### src/rtl/xbar_req_arb.sv
`default_nettype none
// ============================================================================
// Module      : xbar_req_arb
// Description : Request-side arbiter for the cross bar. Channels 0-2 share the
//               HTU request port and the write-buffer request port. A
//               one-entry issue slot holds the granted request. Every write
//               gets a write-buffer ID from a free pool. IDs return to the
//               pool on release pulses from the write buffer.
//               Define XBAR_ARB_FIXED_PRIO_EN to replace round-robin with
//               fixed priority ch0 > ch1 > ch2.
// Revision    : 1.0 - initial release
// ============================================================================
module xbar_req_arb #(
    parameter int WBUF_DEPTH = 16,
    parameter int NUM_CH     = 3
) (
    input  logic                  clk_i,
    input  logic                  rst_i,

    input  logic                  ch0_valid_i,
    output logic                  ch0_ready_o,
    input  logic [2:0]            ch0_op_i,
    input  logic [27:0]           ch0_addr_i,
    input  logic [127:0]          ch0_data_i,

    input  logic                  ch1_valid_i,
    output logic                  ch1_ready_o,
    input  logic [2:0]            ch1_op_i,
    input  logic [27:0]           ch1_addr_i,
    input  logic [127:0]          ch1_data_i,

    input  logic                  ch2_valid_i,
    output logic                  ch2_ready_o,
    input  logic [2:0]            ch2_op_i,
    input  logic [27:0]           ch2_addr_i,
    input  logic [127:0]          ch2_data_i,

    output logic                  xbar_htu_valid_o,
    input  logic                  xbar_htu_ready_i,
    output logic [1:0]            xbar_htu_ch_id_o,
    output logic [1:0]            xbar_htu_opcode_o,
    output logic [31:0]           xbar_htu_addr_o,
    output logic [2:0]            xbar_htu_set_o,
    output logic [7:0]            xbar_htu_wbuffer_id_o,

    output logic                  xbar_wbuf_req_valid_o,
    input  logic                  xbar_wbuf_req_ready_i,
    output logic [1:0]            xbar_wbuf_req_ch_id_o,
    output logic [127:0]          xbar_wbuf_req_data_o,
    output logic [7:0]            xbar_wbuf_req_wbuffer_id_o,

    input  logic [WBUF_DEPTH-1:0] xbar_wbuf_rtn_free_id_i
);

    localparam logic [1:0] OP_WRITE = 2'b01;
    localparam logic [1:0] OP_RSVD  = 2'b11;

    // Slot state
    logic                  htu_pend;
    logic                  wbuf_pend;
    logic [WBUF_DEPTH-1:0] free_map;
`ifndef XBAR_ARB_FIXED_PRIO_EN
    logic [1:0]            rr_ptr;
`endif

    // Arbitration
    logic [NUM_CH-1:0]     req_valid;
    logic [2:0]            req_op [NUM_CH];
    logic [NUM_CH-1:0]     eligible;
    logic [3:0]            eligible_pad;
    logic                  pool_nonempty;
    logic                  accept_ok;
    logic                  found;
    logic [1:0]            cand;
    logic [1:0]            grant_ch;
    logic                  grant;

    // Selected payload
    logic [2:0]            sel_op;
    logic [27:0]           sel_addr;
    logic [127:0]          sel_data;
    logic                  is_write;
    logic                  take_write;

    // ID allocation
    logic                  alloc_found;
    logic [7:0]            alloc_id;
    logic [WBUF_DEPTH-1:0] alloc_onehot;

    // op[2] carries no meaning for this block
    logic                  unused_op_msb;
    assign unused_op_msb = ch0_op_i[2] ^ ch1_op_i[2] ^ ch2_op_i[2];

    assign req_valid = {ch2_valid_i, ch1_valid_i, ch0_valid_i};
    assign req_op[0] = ch0_op_i;
    assign req_op[1] = ch1_op_i;
    assign req_op[2] = ch2_op_i;

    assign pool_nonempty = |free_map;

    // A write is only eligible while at least one ID is free
    generate
        for (genvar n = 0; n < NUM_CH; n++) begin : g_elig
            assign eligible[n] = req_valid[n] &
                                 ((req_op[n][1:0] != OP_WRITE) | pool_nonempty);
        end
    endgenerate

    assign eligible_pad = {{(4 - NUM_CH){1'b0}}, eligible};

    // The slot can take a new request when every pending side completes now
    assign accept_ok = (~htu_pend  | xbar_htu_ready_i) &
                       (~wbuf_pend | xbar_wbuf_req_ready_i);

    // Pick the first eligible channel starting at the search origin
    always_comb begin
        found    = 1'b0;
        grant_ch = 2'd0;
        cand     = 2'd0;
        for (int k = 0; k < NUM_CH; k++) begin
`ifdef XBAR_ARB_FIXED_PRIO_EN
            cand = 2'(k);
`else
            cand = ((int'(rr_ptr) + k) >= NUM_CH) ? 2'(int'(rr_ptr) + k - NUM_CH)
                                                  : 2'(int'(rr_ptr) + k);
`endif
            if (!found && eligible_pad[cand]) begin
                found    = 1'b1;
                grant_ch = cand;
            end
        end
    end

    assign grant = rst_i & accept_ok & found;

    assign ch0_ready_o = grant & (grant_ch == 2'd0);
    assign ch1_ready_o = grant & (grant_ch == 2'd1);
    assign ch2_ready_o = grant & (grant_ch == 2'd2);

    // Route the granted channel's payload to the slot
    always_comb begin
        sel_op   = ch0_op_i;
        sel_addr = ch0_addr_i;
        sel_data = ch0_data_i;
        case (grant_ch)
            2'd1: begin
                sel_op   = ch1_op_i;
                sel_addr = ch1_addr_i;
                sel_data = ch1_data_i;
            end
            2'd2: begin
                sel_op   = ch2_op_i;
                sel_addr = ch2_addr_i;
                sel_data = ch2_data_i;
            end
            default: ;
        endcase
    end

    assign is_write   = (sel_op[1:0] == OP_WRITE);
    assign take_write = grant & is_write;

    // Lowest free ID; its bit is marked for clearing only on a write grant
    always_comb begin
        alloc_found  = 1'b0;
        alloc_id     = 8'd0;
        alloc_onehot = '0;
        for (int i = 0; i < WBUF_DEPTH; i++) begin
            if (!alloc_found && free_map[i]) begin
                alloc_found     = 1'b1;
                alloc_id        = 8'(i);
                alloc_onehot[i] = take_write;
            end
        end
    end

    // Issue slot: each side retires on its own handshake, a grant refills both
    always_ff @(posedge clk_i) begin
        if (!rst_i) begin
            htu_pend                   <= 1'b0;
            wbuf_pend                  <= 1'b0;
            xbar_htu_ch_id_o           <= 2'd0;
            xbar_htu_opcode_o          <= 2'd0;
            xbar_htu_addr_o            <= 32'd0;
            xbar_htu_set_o             <= 3'd0;
            xbar_htu_wbuffer_id_o      <= 8'd0;
            xbar_wbuf_req_ch_id_o      <= 2'd0;
            xbar_wbuf_req_data_o       <= 128'd0;
            xbar_wbuf_req_wbuffer_id_o <= 8'd0;
        end else begin
            if (xbar_htu_ready_i) begin
                htu_pend <= 1'b0;
            end
            if (xbar_wbuf_req_ready_i) begin
                wbuf_pend <= 1'b0;
            end
            if (grant) begin
                htu_pend              <= 1'b1;
                wbuf_pend             <= is_write;
                xbar_htu_ch_id_o      <= grant_ch;
                xbar_htu_opcode_o     <= (sel_op[1:0] == OP_RSVD) ? 2'b00 : sel_op[1:0];
                xbar_htu_addr_o       <= {sel_addr, 4'b0000};
                xbar_htu_set_o        <= sel_addr[2:0];
                xbar_htu_wbuffer_id_o <= is_write ? alloc_id : 8'd0;
                // Write-buffer fields only change when a write enters the slot
                if (is_write) begin
                    xbar_wbuf_req_ch_id_o      <= grant_ch;
                    xbar_wbuf_req_data_o       <= sel_data;
                    xbar_wbuf_req_wbuffer_id_o <= alloc_id;
                end
            end
        end
    end

    assign xbar_htu_valid_o      = htu_pend;
    assign xbar_wbuf_req_valid_o = wbuf_pend;

    // Free-ID pool: returns are merged, then the allocated bit is taken out
    always_ff @(posedge clk_i) begin
        if (!rst_i) begin
            free_map <= '1;
        end else begin
            free_map <= (free_map | xbar_wbuf_rtn_free_id_i) & ~alloc_onehot;
        end
    end

`ifndef XBAR_ARB_FIXED_PRIO_EN
    // Round-robin pointer moves just past the channel that was granted
    always_ff @(posedge clk_i) begin
        if (!rst_i) begin
            rr_ptr <= 2'd0;
        end else if (grant) begin
            rr_ptr <= (grant_ch == 2'd2) ? 2'd0 : grant_ch + 2'd1;
        end
    end
`endif

endmodule
`default_nettype wire

### config.mk
export PLATFORM = sky130hd
export DESIGN_NAME = xbar_req_arb
export DESIGN_NICKNAME = d
export VERILOG_FILES = /design/src/rtl/xbar_req_arb.sv
export SDC_FILE = /design/constraint.sdc
export NUM_CORES = 1
export LEC_CHECK = 0
export ABC_AREA = 1
export CAP_MARGIN = 10
export CORE_AREA = 2 2 268 270
export DETAILED_ROUTE_END_ITERATION = 12
export DIE_AREA = 0 0 270 272
export GPL_TIMING_DRIVEN = 1
export PLACE_DENSITY = 0.5
export SYNTH_ARGS = -nofsm -noshare
export SYNTH_HDL_FRONTEND = slang
export SYNTH_SLANG_ARGS = --single-unit
### constraint.sdc
create_clock -name clk_i -period 3.17 [get_ports clk_i]
set_input_delay 0.7925 -clock clk_i [delete_from_list [all_inputs] [get_ports clk_i]]
set_output_delay 0.7925 -clock clk_i [all_outputs]
set_load 0.03 [all_outputs]
==> After elaboration in Yosys (flattened, before gate mapping) <==
Index checks and enable logic that the tools add are counted.
{ "word_totals": {"wordCells": 161, "in_bits": 500, "ff_bits": 201} }
{ "classes": {"order_cmp": 6, "mux": 71, "bitwise_logic": 20, "add_sub_neg": 6, "reduce_logical": 39, "n_eq_ne": 7} }
{ "ops": {"columns": ["cell", "count"], "rows": [
  ["128-bit one-hot mux with 2 select lines", 1],
  ["8-bit 2-to-1 mux", 15],
  ["28-bit one-hot mux with 2 select lines", 1],
  ["1-bit 2-to-1 mux", 42],
  ["1-bit logical AND", 17],
  ["1-bit zero test", 17],
  ["16-bit bitwise AND", 1],
  ["2-bit 2-to-1 mux", 8],
  ["16-bit NOT", 1],
  ["16-bit bitwise OR", 1],
  ["16-bit OR reduction", 1],
  ["1-bit bitwise AND", 10],
  ["2-bit by 3-bit < comparator with 1-bit output (second input constant)", 3],
  ["1-bit binary-select mux with 2-bit select", 3],
  ["3-bit by 2-bit >= comparator with 1-bit output (second input constant)", 2],
  ["2-bit by 1-bit inequality test with 1-bit output (second input constant)", 3],
  ["1-bit bitwise OR", 5],
  ["2-bit by 1-bit == test with 1-bit output (second input constant)", 2],
  ["2-bit == test (second input constant)", 2],
  ["2-bit one-hot mux with 2 select lines", 1],
  ["2-bit nonzero test", 2],
  ["2-bit by 1-bit subtractor with 2-bit output (second input constant)", 2],
  ["2-bit by 1-bit adder with 3-bit output (second input constant)", 1],
  ["2-bit by 2-bit adder with 3-bit output (second input constant)", 1],
  ["6 further kinds", 7]
]} }

==> Logic depth before layout (Yosys ltp) <==
Gate-level depths: netlist (run 1).
{ "depth": {"ltp_word": 48, "mapped_depth": 22} }

==> Worst setup path after synthesis (run 1) <==
No wires, ideal clock.
{ "synth_path": {"kind": "input to register", "from": "in ch2_op_i[0]", "to": "reg xbar_wbuf_req_data_o[100]", "path_stages": 19, "arrival_ns": 3.257, "path_buffers": 3, "slack_ns": -0.151, "cell_sequence": "inv_1 nor2_1 nand3_1 nand2_1 o21ai_0 nand2_1 nand2_1 o21ai_0 nand2_1 inv_1 ha_1 inv_1 clkbuf_1 clkbuf_1 clkbuf_1 a21oi_1 a21oi_1 nor2_1 nor2_1"} }
{ "synth_via": {"elab_chain_cells": 16, "word_cells_on_any_way": 26, "classes_between": "eq/ne: 4; mux: 14; bitwise: 3; reduce/logical: 5"} }
{ "synth_lines": {"columns": ["item", "line_no", "text"], "rows": [
  ["start, declared", "34", "input logic [2:0] ch2_op_i,"],
  ["2-bit by 1-bit inequality test with 1-bit output (*)", "105", "((req_op[n][1:0] != OP_WRITE) | pool_nonempty);"],
  ["1-bit bitwise OR (*)", "105", null],
  ["1-bit bitwise AND (*)", "104", "assign eligible[n] = req_valid[n] &"],
  ["1-bit binary-select mux with 2-bit select", "127", "if (!found && eligible_pad[cand]) begin"],
  ["1-bit 2-to-1 mux (implied by the code)", "127", null],
  ["1-bit 2-to-1 mux", "127", null],
  ["1-bit zero test", "127", null],
  ["1-bit logical AND", "127", null],
  ["1-bit 2-to-1 mux", "127", null],
  ["1-bit zero test", "127", null],
  ["1-bit logical AND", "127", null],
  ["2-bit 2-to-1 mux (*)", "127", null],
  ["named net grant_ch[0]", "75", "logic [1:0] grant_ch;"],
  ["2-bit == test or 2-bit by 1-bit == test with 1-bit output (tied branches)", "145", "case (grant_ch)"],
  ["2-bit one-hot mux with 2 select lines", "145", null],
  ["2-bit by 1-bit == test with 1-bit output", "160", "assign is_write = (sel_op[1:0] == OP_WRITE);"],
  ["2-bit AND reduction (no source line)", null, null],
  ["end signal, assigned", "208", "xbar_wbuf_req_data_o <= sel_data;"],
  ["end, declared", "49", "output logic [127:0] xbar_wbuf_req_data_o,"]
]} }
Mark *: on every way through the listed nets, which the timed path passes. The rest lies on a longest branch. The select of a mux whose other input is x is not followed.
A chain may end at the register's enable or synchronous reset.

==> Worst setup path after layout (run 1) <==
{ "layout_path": {"from": "reg free_map[2]", "to": "out ch2_ready_o"} }
{ "layout_via": {"elab_chain_cells": 14, "word_cells_on_any_way": 26, "classes_between": "eq/ne: 1; mux: 12; bitwise: 8; reduce/logical: 5"} }
{ "layout_lines": {"columns": ["item", "line_no", "text"], "rows": [
  ["start, declared", "61", "logic [WBUF_DEPTH-1:0] free_map;"],
  ["start signal, assigned", "223", "free_map <= (free_map | xbar_wbuf_rtn_free_id_i) & ~alloc_onehot;"],
  ["16-bit OR reduction (*)", "99", "assign pool_nonempty = |free_map;"],
  ["1-bit bitwise OR", "105", null],
  ["1-bit bitwise AND", "104", null],
  ["1-bit binary-select mux with 2-bit select", "127", null],
  ["1-bit 2-to-1 mux (implied by the code)", "127", null],
  ["1-bit 2-to-1 mux", "127", null],
  ["1-bit zero test", "127", null],
  ["1-bit logical AND", "127", null],
  ["1-bit 2-to-1 mux", "127", null],
  ["1-bit zero test", "127", null],
  ["1-bit logical AND", "127", null],
  ["2-bit 2-to-1 mux (*)", "127", null],
  ["named net grant_ch[1]", "75", null],
  ["2-bit == test (*)", "138", "assign ch2_ready_o = grant & (grant_ch == 2'd2);"],
  ["1-bit bitwise AND (*)", "138", null],
  ["end, declared", "33", "output logic ch2_ready_o,"]
]} }
Marks and branches as above.

==> flow_metrics.py, run 1 <==
metrics = {
    "worst_setup_path": {
        "crit_start": "free_map[2]$_SDFF_PN1_",
        "worst-r2r-setup-slack_ns": -0.15,
        "cp-start-kind": "flip-flop",
        "path_class": "flip-flop to output port",
        "worstPathRequired_ns": 2.38,
        "worst_r2r_path_depth": 25,
        "regToRegStartpoint": "free_map[2]$_SDFF_PN1_",
        "worst_path_largest_cell_delay_ns": 0.34,
        "crit_fanout": 6,
        "endpoint_kind": "output port",
        "critical_path.reg2reg.endpoint": "xbar_wbuf_req_data_o[52]$_SDFFE_PN0N_",
        "critical_path_arrival_ns": 2.59,
        "critical-path-slowest-cell": "sky130_fd_sc_hd__dfxtp_2",
        "critical_path.top_delay_family": "simple AND/OR/NAND/NOR gates",
        "cp_num_buf_inv": 5,
        "timing.critical_path.cells": "nor2_4, nand2_2, nor2_4, buf_12, nand3_4, nand3_2, nand2_2, a21oi_4, nand4_1, nand2_2, buf_6, ha_4, inv_2, buf_6, nor2_4, buf_6",
    },
    "routing": {
        "drt_iter0_drc": 597,
        "met2WireLength_um": 29800,
        "wl_met1_um": 25500,
        "route.antenna.remaining_nets": 0,
        "avgRoutedWirePerCell_um": 16.9,
        "detail_route.wirelength_um": 60700,
        "met3RoutedLength_um": 4000,
        "routed_via_density": 4.04,
        "maxUsedRoutingLayer": "met5",
        "post-route-drc-count": 0,
        "dr_total_vias": 14500,
        "detailedRoute.firstPassIterationCount": 5,
    },
    "sta": {
        "maxSlewHeadroom": 0.442,
        "final_max_tran_viols": 0,
        "hold_viol_final": 0,
        "final-setup-viol-count": 139,
        "post-route-period-util": 1.07,
        "unrepaired_setup_endpoints_after_global_routing": "yes",
        "achievable-frequency_ghz": 0.296,
        "worst-slew-pin-transition_ns": 0.837,
        "fin_crit_period_ns": 3.38,
        "fin_worst_hold_slack_ns": 0.465,
        "postLayoutSetupSlackWorst_ns": -0.212,
        "largest_clock_skew_in_the_final_design_ns": 0.0187,
    },
    "floorplan": {
        "fp-row-count": 98,
        "fp.dieArea_um2": 73400,
        "boundaryPins": 690,
        "die_width_um": 270,
        "initial_utilization": 0.161,
        "design.core.area_um2": 70800,
        "die_h_um": 272,
    },
    "place": {
        "placement.io_buffers": 674,
        "pre_cts_ws_ns": -0.838,
        "hpwl_um": 45100,
        "place_congestion": 0.871,
    },
    "synthesis": {
        "yosys_most_used_dff": "sky130_fd_sc_hd__dfxtp_1",
        "synth-warning-count": 0,
        "postSynthCellCount": 1880,
        "yosys.area.top_type": "sky130_fd_sc_hd__dfxtp_1",
        "synthesis.area_per_instance_um2": 6.05,
        "most_area_consuming_cells_after_synthesis": "sky130_fd_sc_hd__dfxtp_1 33%, sky130_fd_sc_hd__nand2_1 16%, sky130_fd_sc_hd__nor2_1 14%",
        "synth_sequential_area_ratio": 0.334,
        "synth_enable_flop_cells": 0,
        "synth.distinct_cells": 26,
        "number_of_synthesized_register_bits": 190,
        "synthDominantCellAreaShare": 0.334,
        "total_standard_cell_area_after_synthesis_um2": 11400,
        "async_reset_ff_frac": 0,
    },
    "clock_network": {
        "clockBufferDepth": 2,
        "cts_root_buffer": "sky130_fd_sc_hd__clkbuf_16",
        "clk_pin_slew_worst_paths_ns": 0.09,
        "clock_tree_from_tritoncts": "yes",
        "cts.htree.levels": 4,
        "cts_buffers": 17,
        "cts.sink_count": 190,
        "insertion_delay_ns": 0.49,
    },
    "run": {
        "max_cap_violations": 0,
    },
    "worst_hold_path": {
        "worst_hold_end": "xbar_wbuf_req_wbuffer_id_o[1]$_SDFFE_PN0N_",
        "hold_path_class": "flip-flop to flip-flop",
        "timing.hold.worst_path_depth": 2,
        "hold_start": "xbar_wbuf_req_wbuffer_id_o[1]$_SDFFE_PN0N_",
    },
    "power_and_ir_drop": {
        "power.static_leakage_uw": 0.00935,
        "power_per_cell_area_nw_per_um2": 1120,
        "power.ir.vdd_worst_v": 0.000871,
    },
    "global_route": {
        "total_global_route_track_usage": 0.158,
        "grt_overflow_total": 0,
        "grt_start_max_net_pins": 105,
        "number_of_global_route_vias_before_repair": 14200,
        "wire_length_of_the_first_global_routing_pass_um": 88100,
        "antenna_found_initial": 3,
    },
    "finish": {
        "layout-area-overhead-vs-synth_pct": 91.2,
        "final_net_count": 3133,
        "drive_gt1_frac": 0.127,
    },
    "outcome": {
        "run_status": "complete, but fails checks",
        "violations": "negative setup slack",
    },
}
[synthesized netlist by cell type (4+ instances only)]
cell / instances
sky130_fd_sc_hd__nand2_1: 480
sky130_fd_sc_hd__nor2_1: 423
sky130_fd_sc_hd__a21oi_1: 203
sky130_fd_sc_hd__inv_1: 201
sky130_fd_sc_hd__dfxtp_1: 190
sky130_fd_sc_hd__clkbuf_1: 78
sky130_fd_sc_hd__o21ai_0: 70
sky130_fd_sc_hd__a221o_1: 61
sky130_fd_sc_hd__nand4_1: 41
sky130_fd_sc_hd__buf_4: 26
sky130_fd_sc_hd__nand3_1: 23
sky130_fd_sc_hd__buf_1: 21
sky130_fd_sc_hd__o21bai_1: 15
sky130_fd_sc_hd__buf_6: 13
sky130_fd_sc_hd__buf_2: 12
sky130_fd_sc_hd__ha_1: 7
sky130_fd_sc_hd__nor3_1: 4
[state kept, by name, indices dropped and copies added (netlist names)]
name,flops
free_map,16
xbar_htu_set_o,2
rr_ptr,2
xbar_wbuf_req_ch_id_o,2
xbar_htu_wbuffer_id_o,4
xbar_wbuf_req_data_o,128
xbar_htu_ch_id_o,2
xbar_htu_addr_o,26
xbar_wbuf_req_valid_o,1
xbar_wbuf_req_wbuffer_id_o,4
xbar_htu_valid_o,1
xbar_htu_opcode_o,2
[cells in the final DEF (no fill, tap or decap), types with 13 or more instances in the layout]
cell type,count
sky130_fd_sc_hd__clkbuf_16,21
sky130_fd_sc_hd__o21ai_1,16
sky130_fd_sc_hd__nor2_2,18
sky130_fd_sc_hd__buf_6,24
sky130_fd_sc_hd__a221o_1,61
sky130_fd_sc_hd__nand2_2,17
sky130_fd_sc_hd__nand2_1,461
sky130_fd_sc_hd__nand4_1,41
sky130_fd_sc_hd__dfxtp_1,179
sky130_fd_sc_hd__inv_1,193
sky130_fd_sc_hd__buf_4,132
sky130_fd_sc_hd__buf_12,23
sky130_fd_sc_hd__o21ai_0,42
sky130_fd_sc_hd__a21oi_1,199
sky130_fd_sc_hd__nor2_1,398
sky130_fd_sc_hd__nand3_1,13
sky130_fd_sc_hd__clkdlybuf4s50_1,662
[worst max path at each step]
stage / end / slack, ns / cells past startpoint
2_1_floorplan: free_map[4]$_SDFF_PN1_ / 0.02 / 19
3_3_place_gp: xbar_wbuf_req_wbuffer_id_o[2]$_SDFFE_PN0N_ / -0.77 / 18
3_5_place_dp: xbar_wbuf_req_data_o[98]$_SDFFE_PN0N_ / -0.84 / 19
4_1_cts: ch2_ready_o / -0.25 / 15
5_1_grt: xbar_wbuf_req_data_o[63]$_SDFFE_PN0N_ / -0.36 / 25
6_report: ch2_ready_o / -0.21 / 16
[worst register-to-register path, cell delays in order, from the launching register on]
cell and delay, ns:
sky130_fd_sc_hd__dfxtp_2 0.34, sky130_fd_sc_hd__nor2_4 0.13, sky130_fd_sc_hd__nand2_2 0.09, sky130_fd_sc_hd__nor2_4 0.14, sky130_fd_sc_hd__buf_12 0.14, sky130_fd_sc_hd__nand3_4 0.10
sky130_fd_sc_hd__nand3_2 0.09, sky130_fd_sc_hd__nand3_4 0.08, sky130_fd_sc_hd__nand2_4 0.10, sky130_fd_sc_hd__nand2_1 0.07, sky130_fd_sc_hd__o21ai_2 0.06, sky130_fd_sc_hd__nand2_2 0.09
sky130_fd_sc_hd__buf_6 0.13, sky130_fd_sc_hd__ha_4 0.16, sky130_fd_sc_hd__buf_4 0.13, sky130_fd_sc_hd__buf_4 0.15, sky130_fd_sc_hd__nand2_2 0.08, sky130_fd_sc_hd__a21oi_2 0.07
sky130_fd_sc_hd__nor2_4 0.16, sky130_fd_sc_hd__nand3_4 0.20, sky130_fd_sc_hd__buf_12 0.20, sky130_fd_sc_hd__buf_16 0.14, sky130_fd_sc_hd__buf_12 0.17, sky130_fd_sc_hd__nand2_1 0.06
sky130_fd_sc_hd__nand2_1 0.05, sky130_fd_sc_hd__nor2_1 0.11
[per-stage QoR]
stage               TNS (ns)  area, µm²  power (µW)  utilization  instances
floorplan                  0      11400       12800            -       1891
detailed placement   -131.67      20000       20100        0.282       3508
global placement     -120.40      20000       20100        0.282       3508
global route          -43.82      21800       26300        0.308       3589
CTS                   -0.976      21200       23800        0.299       3566
finish                -10.08      21800       24300        0.308       3590
[power by group]
part / switching [µW] / internal (µW) / leakage (µW) / total (µW)
Clock: 1130 / 1250 / 0.000295 / 2370
Sequential: 247 / 2890 / 0.00155 / 3140
Combinational: 10900 / 7840 / 0.00751 / 18800
Total: 12300 / 12000 / 0.00935 / 24300
[kinds of logic after synthesis]
group                      after synthesis  synth area share
other                                    1          0.000329
AOI/OAI and AO/OA                      352             0.186
adders and majority gates                7           0.00769
and+or+nand+nor                        978             0.338
DFF                                    190             0.334
buffers and inverters                  352             0.135
[routing by layer]
layer,GRT usage,vias up
met5,0,-
met4,0.0475,4
met3,0.0463,51
met2,0.278,467
met1,0.185,6576
li1,-,7421
[timing repair]
action                                  in CTS  in global routing
endpoints found under the setup margin     160                183
gates resized for setup                     87                101
pin swaps                                   42                 39
hold buffers                                 0                  0
setup buffers                               18                 19
gates cloned                                 8                  4
[final cells by class]
type / instances / area (µm²)
diodes: 1 / 2.50
clock buffers: 20 / 467
clock inverters: 12 / 148
fillers: 7724 / 49000
inverters: 202 / 771
multi-input cells: 1349 / 6500
flip-flops and latches: 190 / 3820
well taps: 950 / 1190
repair buffers: 866 / 8870
Power figures use the tool's default switching activity.
==> run 2: changes to the inputs <==
--- a/config.mk
+++ b/config.mk
@@ -11,7 +11,6 @@
 export DETAILED_ROUTE_END_ITERATION = 12
 export DIE_AREA = 0 0 270 272
 export GPL_TIMING_DRIVEN = 1
-export PLACE_DENSITY = 0.5
 export SYNTH_ARGS = -nofsm -noshare
 export SYNTH_HDL_FRONTEND = slang
 export SYNTH_SLANG_ARGS = --single-unit
==> flow_metrics.py, run 2 (synthesis gave the netlist of run 1 again) <==
metrics = {
    "finish": {
        "finalInstanceArea_um2": 21100,
        "layout.area.seq_um2": 3810,
        "postLayoutCoreUtil": 0.299,
        "commonest_cells_after_routing_fill_and_taps_aside": "661 x sky130_fd_sc_hd__clkdlybuf4s50_1, 464 x sky130_fd_sc_hd__nand2_1, 400 x sky130_fd_sc_hd__nor2_1, 200 x sky130_fd_sc_hd__a21oi_1, 194 x sky130_fd_sc_hd__inv_1",
        "drive_gt1_frac": 0.109,
        "mostFrequentLayoutCell": "sky130_fd_sc_hd__clkdlybuf4s50_1",
        "final_net_count": 3103,
        "nFillCells": 7755,
        "largest_reg_flops": 128,
        "multi_input_area_um2": 6440,
        "top_register": "xbar_wbuf_req_data_o",
        "layout-area-overhead-vs-synth_pct": 85.7,
        "layout_top_registers": "xbar_wbuf_req_data_o (128), xbar_htu_addr_o (26), free_map (16)",
    },
    "global_route": {
        "grt_start_max_net_pins": 73,
        "number_of_global_route_vias_before_repair": 13900,
        "total_global_route_track_usage": 0.145,
        "grt_overflow_total": 0,
        "wire_length_of_the_first_global_routing_pass_um": 81800,
        "antenna_found_initial": 1,
    },
    "sta": {
        "postLayoutSetupSlackWorst_ns": -0.172,
        "achievable-frequency_ghz": 0.299,
        "hold_viol_final": 0,
        "worst-slew-pin-transition_ns": 0.749,
        "post-route-period-util": 1.05,
        "fin_crit_period_ns": 3.34,
        "final-setup-viol-count": 98,
        "fin_worst_hold_slack_ns": 0.462,
        "maxSlewHeadroom": 0.501,
        "final_max_tran_viols": 0,
        "unrepaired_setup_endpoints_after_global_routing": "yes",
        "largest_clock_skew_in_the_final_design_ns": 0.0173,
    },
    "worst_setup_path": {
        "critical_path.reg2reg.endpoint": "xbar_wbuf_req_data_o[17]$_SDFFE_PN0N_",
        "cp-start-kind": "flip-flop",
        "critical_path_arrival_ns": 2.55,
        "worst-r2r-setup-slack_ns": -0.07,
        "critical_path.top_delay_family": "simple AND/OR/NAND/NOR gates",
        "crit_fanout": 6,
        "timing.critical_path.cells": "nor2_4, nand2_2, nor2_4, nand3_4, nand3_2, nand3_2, nand2_4, nand4_1, nand2_2, buf_6, ha_4, inv_2, buf_6, nor2_4, buf_6",
        "critical-path-slowest-cell": "sky130_fd_sc_hd__dfxtp_2",
        "path_class": "flip-flop to output port",
        "cp_num_buf_inv": 4,
        "regToRegStartpoint": "free_map[1]$_SDFF_PN1_",
        "endpoint_kind": "output port",
        "worst_path_largest_cell_delay_ns": 0.34,
        "worstPathRequired_ns": 2.38,
        "worst_r2r_path_depth": 23,
    },
    "place": {
        "placement.io_buffers": 674,
        "dpl_cell_area_um2": 19800,
        "pre_cts_ws_ns": -0.783,
        "hpwl_um": 43100,
        "place_congestion": 0.865,
    },
    "outcome": {
        "run_status": "complete, but fails checks",
        "violations": "negative setup slack",
    },
    "clock_network": {
        "clockBufferDepth": 2,
        "cts_root_buffer": "sky130_fd_sc_hd__clkbuf_16",
        "clk_pin_slew_worst_paths_ns": 0.08,
        "cts.htree.levels": 4,
        "insertion_delay_ns": 0.48,
        "clock_tree_from_tritoncts": "yes",
        "cts_buffers": 17,
        "cts.sink_count": 190,
        "hold_buffers": 0,
    },
    "floorplan": {
        "fp-row-count": 98,
        "die_width_um": 270,
        "initial_utilization": 0.161,
        "design.core.area_um2": 70800,
        "die_h_um": 272,
        "boundaryPins": 690,
        "fp.dieArea_um2": 73400,
    },
    "routing": {
        "avgRoutedWirePerCell_um": 15.7,
        "dr_total_vias": 14400,
        "route.antenna.remaining_nets": 0,
        "detail_route.wirelength_um": 56000,
        "post-route-drc-count": 0,
        "drt_iter0_drc": 659,
        "routed_via_density": 4.04,
        "detailedRoute.firstPassIterationCount": 5,
    },
    "power_and_ir_drop": {
        "power.ir.vdd_worst_v": 0.00114,
        "power.static_leakage_uw": 0.00904,
        "power_per_cell_area_nw_per_um2": 1080,
    },
    "worst_hold_path": {
        "hold_path_class": "flip-flop to flip-flop",
        "hold_start": "xbar_wbuf_req_wbuffer_id_o[3]$_SDFFE_PN0N_",
        "worst_hold_end": "xbar_wbuf_req_wbuffer_id_o[3]$_SDFFE_PN0N_",
        "timing.hold.worst_path_depth": 2,
    },
    "run": {
        "max_cap_violations": 0,
    },
}
## run 2: cell types whose count changed in the layout (fill, tap and decap cells not counted), sizes merged
| cell | before | now |
|---|---|---|
| buf | 190 | 163 |
| bufbuf | 2 | 0 |
| bufinv | 2 | 0 |
| clkbuf | 24 | 22 |
| clkdlybuf4s50 | 662 | 661 |
| clkinv | 1 | 7 |
| clkinvlp | 3 | 1 |
| dlymetal6s2s | 2 | 3 |
| inv | 208 | 207 |
## run 2: report_power, final
| group | switching (µW) | internal (µW) | leakage, µW |
|---|---|---|---|
| Combinational | 10400 | 7020 | 0.00721 |
| Clock | 1130 | 1060 | 0.000277 |
| Sequential | 254 | 2890 | 0.00155 |
| Total | 11800 | 11000 | 0.00904 |
## run 2: layer usage
metal | vias to the layer above | track usage | wire (µm)
li1 | 7357 | - | -
met1 | 6444 | 0.166 | 22700
met2 | 536 | 0.254 | 27600
met3 | 55 | 0.0408 | 3970
met4 | 0 | 0.0591 | 1660
met5 | - | 0 | 0
## run 2: through the flow
step | cells | power (µW) | setup TNS [ns]
after CTS | 3548 | 22400 | -9.78
after global routing | 3559 | 24700 | -29.92
after detailed placement | 3498 | 19400 | -119.65
after floorplan | 1891 | 12800 | 0
after global placement | 3498 | 19500 | -116.05
final | 3560 | 22800 | -2.82
## run 2: cell type report
class | instances | share of cell area
Timing Repair Buffer | 836 | 0.396
Clock buffer | 19 | 0.0210
Inverter | 202 | 0.0362
Tap cell | 950 | 0.0562
Clock inverter | 13 | 0.00586
Multi-Input combinational cell | 1349 | 0.305
Sequential cell | 190 | 0.180
Antenna cell | 1 | 0.000118
## run 2: repair_timing
| action | CTS | global route |
|---|---|---|
| setup buffers | 18 | 11 |
| setup endpoints to repair | 153 | 187 |
| gates cloned | 1 | 3 |
| pin swaps | 32 | 31 |
| gates resized for setup | 77 | 74 |
## run 2: how the worst max path moves through the flow
| stage | slack [ns] | to | startpoint | cells past startpoint |
|---|---|---|---|---|
| finish | -0.17 | ch1_ready_o | free_map[1]$_SDFF_PN1_ | 15 |
| floorplan | 0.02 | free_map[4]$_SDFF_PN1_ | ch1_op_i[0] | 19 |
| CTS | -0.20 | ch1_ready_o | free_map[5]$_SDFF_PN1_ | 16 |
| detailed placement | -0.78 | xbar_wbuf_req_data_o[122]$_SDFFE_PN0N_ | ch1_op_i[0] | 18 |
| global placement | -0.79 | xbar_wbuf_req_data_o[122]$_SDFFE_PN0N_ | ch1_op_i[0] | 18 |
| global route | -0.33 | ch1_ready_o | free_map[5]$_SDFF_PN1_ | 15 |
## run 2: worst register-to-register path, cell delays in order (launching register included)
cell	delay (ns)
sky130_fd_sc_hd__dfxtp_2	0.34
sky130_fd_sc_hd__nor2_4	0.11
sky130_fd_sc_hd__nand2_2	0.09
sky130_fd_sc_hd__nor2_4	0.23
sky130_fd_sc_hd__nand3_4	0.13
sky130_fd_sc_hd__nand3_2	0.08
sky130_fd_sc_hd__nand3_2	0.10
sky130_fd_sc_hd__nand2_4	0.12
sky130_fd_sc_hd__nand4_1	0.13
sky130_fd_sc_hd__nand2_2	0.12
sky130_fd_sc_hd__buf_6	0.11
sky130_fd_sc_hd__ha_4	0.14
sky130_fd_sc_hd__inv_2	0.04
sky130_fd_sc_hd__buf_4	0.12
sky130_fd_sc_hd__o22ai_2	0.14
sky130_fd_sc_hd__o21ai_1	0.08
sky130_fd_sc_hd__buf_4	0.14
sky130_fd_sc_hd__nor2_4	0.15
sky130_fd_sc_hd__nand3_4	0.16
sky130_fd_sc_hd__buf_12	0.21
sky130_fd_sc_hd__buf_12	0.22
sky130_fd_sc_hd__nand2_1	0.06
sky130_fd_sc_hd__nand2_1	0.05
sky130_fd_sc_hd__nor2_2	0.12
==> run 3: changes to the inputs <==
--- a/config.mk
+++ b/config.mk
@@ -11,6 +11,7 @@
 export DETAILED_ROUTE_END_ITERATION = 12
 export DIE_AREA = 0 0 270 272
 export GPL_TIMING_DRIVEN = 1
+export SKIP_CTS_REPAIR_TIMING = 1
 export SYNTH_ARGS = -nofsm -noshare
 export SYNTH_HDL_FRONTEND = slang
 export SYNTH_SLANG_ARGS = --single-unit
==> flow_metrics.py, run 3 (synthesis gave the netlist of run 1 again) <==
metrics = {
    "sta": {
        "fin_crit_period_ns": 3.45,
        "final_max_tran_viols": 0,
        "final-setup-viol-count": 148,
        "postLayoutSetupSlackWorst_ns": -0.285,
        "largest_clock_skew_in_the_final_design_ns": 0.0189,
        "worst-slew-pin-transition_ns": 0.852,
        "fin_worst_hold_slack_ns": 0.468,
        "maxSlewHeadroom": 0.432,
        "achievable-frequency_ghz": 0.289,
        "unrepaired_setup_endpoints_after_global_routing": "yes",
        "hold_viol_final": 0,
        "post-route-period-util": 1.09,
        "timing.setup.tns_ns": -19.14,
    },
    "worst_setup_path": {
        "timing.critical_path.cells": "clkdlybuf4s50_1, nand3_2, nand3_2, nand2_2, buf_6, nand4_1, nand2_2, inv_4, buf_6, ha_4, inv_2, buf_6, nor2_4, buf_6",
        "critical_path_arrival_ns": 2.66,
        "path_class": "input port to output port",
        "regToRegStartpoint": "free_map[0]$_SDFF_PN1_",
        "worstPathRequired_ns": 2.38,
        "worst-r2r-setup-slack_ns": -0.20,
        "crit_fanout": 4,
        "critical_path.reg2reg.endpoint": "free_map[5]$_SDFF_PN1_",
        "cp_num_buf_inv": 7,
        "timing.critical_path.mode_cell": "sky130_fd_sc_hd__buf_6",
        "setup.worst_path.end": "ch1_ready_o",
        "worst_path_largest_cell_delay_ns": 0.58,
        "worst_r2r_path_depth": 23,
        "critical_path.top_delay_family": "buffers and inverters",
        "endpoint_kind": "output port",
        "critical-path-slowest-cell": "sky130_fd_sc_hd__clkdlybuf4s50_1",
        "cp-start-kind": "input port",
        "crit_start": "ch1_valid_i",
        "crit_cells": 14,
    },
    "finish": {
        "commonest_cells_after_routing_fill_and_taps_aside": "664 x sky130_fd_sc_hd__clkdlybuf4s50_1, 364 x sky130_fd_sc_hd__nor2_1, 344 x sky130_fd_sc_hd__nand2_1, 192 x sky130_fd_sc_hd__a21oi_1, 186 x sky130_fd_sc_hd__dfxtp_1",
        "finalInstanceArea_um2": 22600,
        "top_register": "xbar_wbuf_req_data_o",
        "nFillCells": 7606,
        "largest_reg_flops": 128,
        "mostFrequentLayoutCell": "sky130_fd_sc_hd__clkdlybuf4s50_1",
        "layout_top_registers": "xbar_wbuf_req_data_o (128), xbar_htu_addr_o (26), free_map (16)",
        "final_net_count": 3129,
        "layout-area-overhead-vs-synth_pct": 98.9,
        "postLayoutCoreUtil": 0.320,
        "drive_gt1_frac": 0.190,
    },
    "power_and_ir_drop": {
        "power.static_leakage_uw": 0.00944,
        "power.ir.vdd_worst_v": 0.00119,
        "power_per_cell_area_nw_per_um2": 1170,
        "design_power_uw": 26400,
    },
    "floorplan": {
        "fp.dieArea_um2": 73400,
        "die_width_um": 270,
        "boundaryPins": 690,
        "fp-row-count": 98,
        "die_h_um": 272,
        "initial_utilization": 0.161,
        "design.core.area_um2": 70800,
    },
    "clock_network": {
        "cts_root_buffer": "sky130_fd_sc_hd__clkbuf_16",
        "cts.sink_count": 190,
        "insertion_delay_ns": 0.49,
        "cts_buffers": 17,
        "clock_tree_from_tritoncts": "yes",
        "clockBufferDepth": 2,
        "cts.htree.levels": 4,
        "clk_pin_slew_worst_paths_ns": 0.08,
    },
    "place": {
        "place_congestion": 0.865,
        "hpwl_um": 43100,
        "dpl_cell_area_um2": 19800,
        "placement.io_buffers": 674,
    },
    "outcome": {
        "violations": "negative setup slack",
        "run_status": "complete, but fails checks",
    },
    "global_route": {
        "grt_use_met3": 0.0404,
        "grt_overflow_total": 0,
        "antenna_found_initial": 1,
        "total_global_route_track_usage": 0.143,
        "grt_start_max_net_pins": 73,
        "wire_length_of_the_first_global_routing_pass_um": 80500,
        "busiest_layer": "met2",
        "groute.layer.met2.usage": 0.249,
        "use_met1": 0.164,
        "number_of_global_route_vias_before_repair": 13700,
    },
    "routing": {
        "detail_route.wirelength_um": 60100,
        "avgRoutedWirePerCell_um": 16.8,
        "detailedRoute.firstPassIterationCount": 5,
        "routed_via_density": 4.13,
        "drt_iter0_drc": 771,
        "route.antenna.remaining_nets": 0,
        "post-route-drc-count": 0,
        "dr_total_vias": 14800,
    },
    "worst_hold_path": {
        "hold_path_class": "flip-flop to flip-flop",
    },
    "run": {
        "max_cap_violations": 0,
    },
}
## run 3: changes by cell type in the layout (fill, tap and decap cells not counted), sizes merged
cell,previous run,this run
clkdlybuf4s50,661,664
inv,207,206
dlymetal6s2s,3,6
dlygate4sd2,6,0
clkbuf,22,42
clkinv,7,8
buf,163,169
## run 3: cell type report
| class | instances | area (µm²) | share of cell area |
|---|---|---|---|
| Tap cell | 950 | 1190 | 0.0525 |
| Clock buffer | 19 | 443 | 0.0196 |
| Timing Repair Buffer | 862 | 9200 | 0.407 |
| Multi-Input combinational cell | 1349 | 7100 | 0.314 |
| Sequential cell | 190 | 3810 | 0.168 |
| Antenna cell | 1 | 2.50 | 0.000111 |
| Clock inverter | 13 | 124 | 0.00547 |
| Inverter | 202 | 766 | 0.0338 |
## run 3: worst register-to-register path: stages (launching register included)
cell	delay [ns]
sky130_fd_sc_hd__dfxtp_2	0.34
sky130_fd_sc_hd__nor2_4	0.11
sky130_fd_sc_hd__nand2_2	0.08
sky130_fd_sc_hd__nor2_4	0.22
sky130_fd_sc_hd__nand3_4	0.13
sky130_fd_sc_hd__nand3_2	0.11
sky130_fd_sc_hd__nand3_2	0.08
sky130_fd_sc_hd__nand2_2	0.10
sky130_fd_sc_hd__buf_6	0.10
sky130_fd_sc_hd__nand4_1	0.10
sky130_fd_sc_hd__nand2_2	0.12
sky130_fd_sc_hd__inv_2	0.05
sky130_fd_sc_hd__buf_6	0.11
sky130_fd_sc_hd__ha_4	0.29
sky130_fd_sc_hd__clkinv_4	0.08
sky130_fd_sc_hd__a21oi_2	0.12
sky130_fd_sc_hd__a21oi_2	0.09
sky130_fd_sc_hd__nor2_4	0.13
sky130_fd_sc_hd__nand3_4	0.17
sky130_fd_sc_hd__buf_12	0.19
sky130_fd_sc_hd__clkbuf_16	0.18
sky130_fd_sc_hd__buf_6	0.14
sky130_fd_sc_hd__o21bai_1	0.13
sky130_fd_sc_hd__nand2_1	0.06
## run 3: how the worst min path moves through the flow
stage / from / endpoint / slack [ns] / cells after the start
final: xbar_htu_wbuffer_id_o[1]$_SDFFE_PN0P_ / xbar_htu_wbuffer_id_o[1]$_SDFFE_PN0P_ / 0.47 / 2
after global routing: xbar_htu_ch_id_o[1]$_SDFFE_PN0P_ / xbar_htu_ch_id_o[1]$_SDFFE_PN0P_ / 0.50 / 2
after CTS: xbar_wbuf_req_wbuffer_id_o[3]$_SDFFE_PN0N_ / xbar_wbuf_req_wbuffer_id_o[3]$_SDFFE_PN0N_ / 0.46 / 2
after detailed placement: xbar_wbuf_req_wbuffer_id_o[3]$_SDFFE_PN0N_ / xbar_wbuf_req_wbuffer_id_o[3]$_SDFFE_PN0N_ / 0.45 / 2
after global placement: xbar_wbuf_req_wbuffer_id_o[1]$_SDFFE_PN0N_ / xbar_wbuf_req_wbuffer_id_o[1]$_SDFFE_PN0N_ / 0.45 / 2
after floorplan: rr_ptr[1]$_SDFFE_PN0P_ / rr_ptr[1]$_SDFFE_PN0P_ / 0.46 / 2
## run 3: metal layers
layer | wire [µm] | share of wire
met4 | 2020 | 0.034
met1 | 24100 | 0.40
met3 | 4010 | 0.067
met5 | 0 | 0
met2 | 30000 | 0.50
## run 3: report_power, final
group	total, µW	switching, µW	leakage, µW	internal (µW)
logic	21100	11900	0.00761	9150
registers	3140	255	0.00155	2890
clock network	2190	1130	0.000277	1060
total	26400	13300	0.00944	13100
## run 3: through the flow
| step | worst slack (ns) | instances |
|---|---|---|
| global route | -0.476 | 3585 |
| detailed placement | -0.783 | 3498 |
| global placement | -0.795 | 3498 |
| floorplan | 0.0178 | 1891 |
| finish | -0.285 | 3586 |
| CTS | -0.576 | 3530 |
